### config.mk
export PLATFORM = sky130hd
export DESIGN_NAME = spi_regfile
export DESIGN_NICKNAME = d
export VERILOG_FILES = /design/src/rtl/spi_regfile_pkg.sv /design/src/rtl/spi_sync_edge.sv /design/src/rtl/spi_regfile.sv
export SDC_FILE = /design/constraint.sdc
export NUM_CORES = 1
export LEC_CHECK = 0
export CAP_MARGIN = 10
export CORE_UTILIZATION = 40
export CTS_BUF_LIST = sky130_fd_sc_hd__clkbuf_4
export DETAILED_ROUTE_END_ITERATION = 10
export GPL_TIMING_DRIVEN = 0
export PLACE_DENSITY_LB_ADDON = 0.25
export SYNTH_ARGS = -nofsm -noshare
export SYNTH_HDL_FRONTEND = slang
export SYNTH_HIERARCHICAL = 1
export SYNTH_SLANG_ARGS = --single-unit
### constraint.sdc
create_clock -name clk -period 3.7 [get_ports clk]
set_input_delay 0.37 -clock clk [delete_from_list [all_inputs] [get_ports clk]]
set_output_delay 0.37 -clock clk [all_outputs]
set_load 0.02 [all_outputs]
### src/rtl/spi_regfile_pkg.sv
// spi_regfile_pkg
// Shared definitions for the SPI register file: the frame layout constants
// and the frame-level FSM state encoding.
//   CMD_W  : command byte width (R/W bit followed by the address)
//   RW_BIT : bit index of the R/W flag inside the command byte (1 = write)
//   ADDR_W : register address width
package spi_regfile_pkg;

    localparam int CMD_W  = 8;
    localparam int RW_BIT = 7;
    localparam int ADDR_W = 7;

    typedef enum logic [2:0] {
        IDLE = 3'd0,   // waiting for ncs to fall
        CMD  = 3'd1,   // shifting in R/W + address
        DATA = 3'd2,   // shifting data in (write) or out (read)
        DONE = 3'd3,   // full frame received, waiting for ncs to rise
        DROP = 3'd4    // too many clocks seen, frame will be rejected
    } state_t;

endpackage

### src/rtl/spi_sync_edge.sv
// spi_sync_edge
// Two-flop synchroniser for one asynchronous input, plus single-clk rise and
// fall pulses derived from the synchronised level.
//   clk, rst_n : system clock, asynchronous active-low reset
//   din        : asynchronous input pin
//   level      : synchronised level (resets to RESET_VAL)
//   rise, fall : one-clk pulses on synchronised edges
module spi_sync_edge #(
    parameter logic RESET_VAL = 1'b0
) (
    input  logic clk,
    input  logic rst_n,
    input  logic din,
    output logic level,
    output logic rise,
    output logic fall
);

    logic       sync_1;
    logic       sync_2;
    logic       prev;
    // Edges are suppressed until the chain has refilled from the pin after
    // reset, so a pin that differs from RESET_VAL does not fake an edge.
    logic [2:0] arm;

    always_ff @(posedge clk or negedge rst_n) begin
        if (!rst_n) begin
            sync_1 <= RESET_VAL;
            sync_2 <= RESET_VAL;
            prev   <= RESET_VAL;
            arm    <= '0;
        end else begin
            sync_1 <= din;
            sync_2 <= sync_1;
            prev   <= sync_2;
            arm    <= {arm[1:0], 1'b1};
        end
    end

    assign level = sync_2;
    assign rise  = arm[2] &  sync_2 & ~prev;
    assign fall  = arm[2] & ~sync_2 &  prev;

endmodule

### src/rtl/spi_regfile.sv
// spi_regfile
// SPI (mode 0) peripheral giving read/write access to NUM_REGS registers of
// DATA_W bits. Frame: R/W bit (1 = write), 7 address bits, DATA_W data bits,
// MSB first. A write commits only when ncs rises after exactly the right
// number of bits; short, long and out-of-range frames pulse err instead.
//   clk, rst_n       : system clock (>= 8x sclk), async active-low reset
//   sclk, copi, ncs  : SPI pins, asynchronous to clk
//   cipo, cipo_oe    : read data out and its output enable
//   regs_flat        : register r at [r*DATA_W +: DATA_W]
//   wr_strobe        : one-clk pulse per committed write
//   wr_addr          : address of the last committed write
//   err              : one-clk pulse per rejected frame
module spi_regfile
    import spi_regfile_pkg::*;
#(
    parameter int                NUM_REGS  = 5,
    parameter int                DATA_W    = 8,
    parameter logic [DATA_W-1:0] RESET_VAL = '0
) (
    input  logic                       clk,
    input  logic                       rst_n,
    input  logic                       sclk,
    input  logic                       copi,
    input  logic                       ncs,
    output logic                       cipo,
    output logic                       cipo_oe,
    output logic [NUM_REGS*DATA_W-1:0] regs_flat,
    output logic                       wr_strobe,
    output logic [ADDR_W-1:0]          wr_addr,
    output logic                       err
);

    localparam int         CNT_W      = 5;
    localparam logic [7:0] NUM_REGS_W = 8'(NUM_REGS);

    state_t state, state_nx;

    logic sclk_rise, sclk_fall, copi_s, ncs_rise, ncs_fall;
    logic unused_sclk_lvl, unused_copi_rise, unused_copi_fall, unused_ncs_lvl;

    logic [DATA_W-1:0] sr, shift_in, rd_sr, rd_val;
    logic [CNT_W-1:0]  bit_cnt;
    logic              rw_q;
    logic [ADDR_W-1:0] addr_q, cmd_addr;
    logic              addr_ok;
    logic clr_frame, sample, cmd_done, commit, reject, rd_shift;

    spi_sync_edge #(.RESET_VAL(1'b0)) u_sync_sclk (
        .clk(clk), .rst_n(rst_n), .din(sclk),
        .level(unused_sclk_lvl), .rise(sclk_rise), .fall(sclk_fall)
    );
    spi_sync_edge #(.RESET_VAL(1'b0)) u_sync_copi (
        .clk(clk), .rst_n(rst_n), .din(copi),
        .level(copi_s), .rise(unused_copi_rise), .fall(unused_copi_fall)
    );
    spi_sync_edge #(.RESET_VAL(1'b1)) u_sync_ncs (
        .clk(clk), .rst_n(rst_n), .din(ncs),
        .level(unused_ncs_lvl), .rise(ncs_rise), .fall(ncs_fall)
    );

    assign shift_in = {sr[DATA_W-2:0], copi_s};
    assign cmd_addr = shift_in[ADDR_W-1:0];
    assign addr_ok  = {1'b0, addr_q} < NUM_REGS_W;

    // Read data for the address completing in this very sample.
    always_comb begin
        rd_val = '0;
        for (int r = 0; r < NUM_REGS; r++) begin
            if (cmd_addr == ADDR_W'(r)) rd_val = regs_flat[r*DATA_W +: DATA_W];
        end
    end

    // FSM: state register
    always_ff @(posedge clk or negedge rst_n) begin
        if (!rst_n) state <= IDLE;
        else        state <= state_nx;
    end

    // FSM: next state. An ncs fall restarts the frame from any state.
    always_comb begin
        state_nx = state;
        if (ncs_fall) begin
            state_nx = CMD;
        end else begin
            case (state)
                IDLE: state_nx = IDLE;
                CMD: begin
                    if (ncs_rise) state_nx = IDLE;
                    else if (sclk_rise && bit_cnt == CNT_W'(CMD_W - 1)) state_nx = DATA;
                end
                DATA: begin
                    if (ncs_rise) state_nx = IDLE;
                    else if (sclk_rise && bit_cnt == CNT_W'(DATA_W - 1)) state_nx = DONE;
                end
                DONE: begin
                    if (ncs_rise)       state_nx = IDLE;
                    else if (sclk_rise) state_nx = DROP;
                end
                DROP: if (ncs_rise) state_nx = IDLE;
                default: state_nx = IDLE;
            endcase
        end
    end

    // FSM: outputs and datapath controls. commit and reject are exclusive.
    always_comb begin
        clr_frame = 1'b0;
        sample    = 1'b0;
        cmd_done  = 1'b0;
        commit    = 1'b0;
        reject    = 1'b0;
        rd_shift  = 1'b0;
        cipo_oe   = (state == DATA) && !rw_q;
        cipo      = cipo_oe & rd_sr[DATA_W-1];
        if (ncs_fall) begin
            clr_frame = 1'b1;
        end else begin
            case (state)
                CMD: begin
                    if (ncs_rise) reject = 1'b1;
                    else if (sclk_rise) begin
                        sample   = 1'b1;
                        cmd_done = (bit_cnt == CNT_W'(CMD_W - 1));
                    end
                end
                DATA: begin
                    if (ncs_rise) reject = 1'b1;
                    else begin
                        sample = sclk_rise;
                        // The MSB is already on cipo when DATA is entered;
                        // advance only after a data-phase bit was sampled.
                        rd_shift = sclk_fall && !rw_q && (bit_cnt != '0);
                    end
                end
                DONE: begin
                    if (ncs_rise) begin
                        if (!addr_ok)  reject = 1'b1;
                        else if (rw_q) commit = 1'b1;
                    end
                end
                DROP: if (ncs_rise) reject = 1'b1;
                default: ;
            endcase
        end
    end

    // Frame datapath: shift register, bit counter, command latch, read shifter.
    always_ff @(posedge clk or negedge rst_n) begin
        if (!rst_n) begin
            sr      <= '0;
            bit_cnt <= '0;
            rw_q    <= 1'b0;
            addr_q  <= '0;
            rd_sr   <= '0;
        end else if (clr_frame) begin
            sr      <= '0;
            bit_cnt <= '0;
            rd_sr   <= '0;
        end else begin
            if (sample) begin
                if (cmd_done) begin
                    sr      <= '0;
                    bit_cnt <= '0;
                    rw_q    <= shift_in[RW_BIT];
                    addr_q  <= cmd_addr;
                    rd_sr   <= shift_in[RW_BIT] ? '0 : rd_val;
                end else begin
                    sr      <= shift_in;
                    bit_cnt <= bit_cnt + CNT_W'(1);
                end
            end
            if (rd_shift) rd_sr <= {rd_sr[DATA_W-2:0], 1'b0};
        end
    end

    // Register file and status pulses.
    always_ff @(posedge clk or negedge rst_n) begin
        if (!rst_n) begin
            regs_flat <= {NUM_REGS{RESET_VAL}};
            wr_strobe <= 1'b0;
            err       <= 1'b0;
            wr_addr   <= '0;
        end else begin
            wr_strobe <= commit;
            err       <= reject;
            if (commit) begin
                wr_addr <= addr_q;
                for (int r = 0; r < NUM_REGS; r++) begin
                    if (addr_q == ADDR_W'(r)) regs_flat[r*DATA_W +: DATA_W] <= sr;
                end
            end
        end
    end

endmodule

==> metrics.txt <==
outcome=complete, no violations; max-cap viol count=0; Final Max Tran Viols=0; CP endpoint=cipo; final net count=407; Logic pwr share=0.187; CTS tree=done; Largest stage delay, worst path=600 ps; finished layout cell area=5060 sq um; # rows=37; power density cells=396 nW/um^2; Critical Path AT=2230 ps; CP max-delay cell=clkdlybuf4s50_1; leakage=2.24 nW; NetSw=0.614 mW; Critical R2R Launch=u_sync_ncs/level; initial antenna violation count=0; fin worst setup slack=1100 ps; startpoint class of the critical path=flop; Ys Warns=6; Die W=104 um; worst-skew pair later-pin latency=450 ps; fmax=384 MHz; Root Buffer=clkbuf_4; highest net fanout along the worst path=10; worst setup path start=state[2]; total grt overflow=0; DRC viols=0; Setup TNS=0 ps; pre-CTS WS=1170 ps; Rel. slew slack=0.279; IO buf count=55; placed cell area=4950 sq um; initial core utilization=0.411; final setup fails=0; Vias/cell=5.35; HP Class=in -> async; CP Capture Type=output pin; TritonRoute pass-1 iters=4; setup bufs post-CTS=0; area grow syn2layout=20.4%; R2R Path End=regs_flat[22]; Clock Skews=20.7 ps; ant diodes=0; CTS clk-pin slew, worst paths=150 ps; crit share post-route=0.704; Int Power=1.39 mW; crit path cell chain=buf_4 -> nor4b_4 -> and2_1 -> clkdlybuf4s50_1; HPWL after DPL=6410 um; VDD IR max=0.167 mV; Post-Synthesis Cells=332; total track usage=0.182; Final ANT Viol Nets=0; Die ar.=10,900 sq um; Die Height=104 um; sequential cell fraction of total power=0.579; Slew @ Worst Pin=1070 ps; Detailed Route Iter0 Violations=151; pin count of the biggest net entering global routing=74; CTS max path bufs=2; first-pass GRT wire length=15,400 um; Critical Path RT=3330 ps; routed len/inst=17.2 um; FF-to-FF path depth=5; share of layout cells above drive strength 1=0.232; post_cts resized=0; final hold vios=0; routed via count=2,894; WS Path Type=reg -> out; H-tree levels=3; switching part of the total=0.307; Core ar.=10,200 sq um; area of the mapped netlist=4200 sq um; I/O pins=56; reg2reg setup slack=1160 ps; Clock power frac=0.233; CTS Sinks=95; vias in the first global route=2,958; Post-Syn Area per Cell=12.7 sq um; synthesized net count=339; unrepaired setup endpoints after global routing=false; crit path time final=2600 ps; Routed WL=9300 um; RePlAce Congestion=0.794; cts bufs inserted=9
-- placed cells by master (no fill, tap or decap), drive strengths merged, types with 2 or more instances in the layout --
cell type,count
dfrtp,92
clkdlybuf4s50,54
mux2,51
clkbuf,21
nor2,19
o21ai,15
nand2,15
inv,12
buf,11
mux2i,8
a22o,8
nand3,7
a21oi,7
o221ai,7
and2,6
o22ai,6
a221oi,6
nor3,5
clkinv,5
and3b,4
nand3b,3
or3,3
dfstp,3
or2,3
nand2b,2
nor3b,2
o311ai,2
o31ai,2
a21bo,2
ha,2
conb,2
nor4,2
nor4b,2
-- state kept, by name (all words and copies together), names as in the netlist, 3 cells and up --
name and flops:
wr_addr 7, u_sync_sclk/arm 3, u_sync_ncs/arm 3, addr_q 7
regs_flat 40, rd_sr 8, bit_cnt 5, sr 8
state 3
-- cell type report --
cell class	count	area (sq um)
inverters	12	45.0
fillers	925	5170
clock inverters	6	27.5
flip-flops and latches	95	2380
plain buffers	20	97.6
well taps	136	170
multi-input cells	205	1680
repair buffers	57	586
clock buffers	10	75.1
-- through the flow --
| stage | hold WS [ps] | total power [mW] | instances | util |
|---|---|---|---|---|
| 2_1_floorplan | 74.4 | 1.42 | 332 | - |
| 3_3_place_gp | 332 | 1.54 | 523 | 0.481 |
| 3_5_place_dp | 295 | 1.55 | 524 | 0.483 |
| 4_1_cts | 306 | 2.02 | 541 | 0.494 |
| 5_1_grt | 310 | 2.10 | 541 | 0.494 |
| 6_report | 337 | 2.00 | 541 | 0.494 |
-- routing by layer --
layer  global-route usage  wire length (um)  vias to the layer above
li1                     -                 -                     1339
met3               0.0282               362                       12
met1                0.249              4270                     1460
met5                    0                 0                        -
met4               0.0704               137                        0
met2                0.291              4530                       83
-- power groups by stage --
stage                     logic (mW)  registers (mW)  clock network (mW)
after floorplan                0.267            1.16                   0
after global placement         0.363            1.18                   0
after detailed placement       0.373            1.18                   0
after CTS                      0.377            1.16               0.485
after global routing           0.410            1.17               0.525
final                          0.375            1.16               0.467
-- worst min path at each step --
stage | startpoint | endpoint | slack, ps | cells after the start
CTS | ncs | u_sync_ncs/sync_1 | 310 | 1
detailed placement | rst_n | u_sync_sclk/prev | 300 | 1
finish | rst_n | state[1] | 340 | 2
global route | ncs | u_sync_ncs/sync_1 | 310 | 1
global placement | u_sync_ncs/arm[0] | u_sync_ncs/arm[1] | 330 | 0
floorplan | rst_n | addr_q[0] | 70 | 0
-- worst max-delay path, delay by kind of cell, from the launching register on --
kind,cells,cell delay [ps]
buffers and inverters,2,770
flip-flops,1,390
AND/OR/NAND/NOR,2,620
-- repair_timing --
item                                   4_1_cts  5_1_grt
endpoints found under the hold margin       22        0
hold buffers                                 1        0
setup endpoints to repair                    0        0
(Power assumes the default switching activity.)
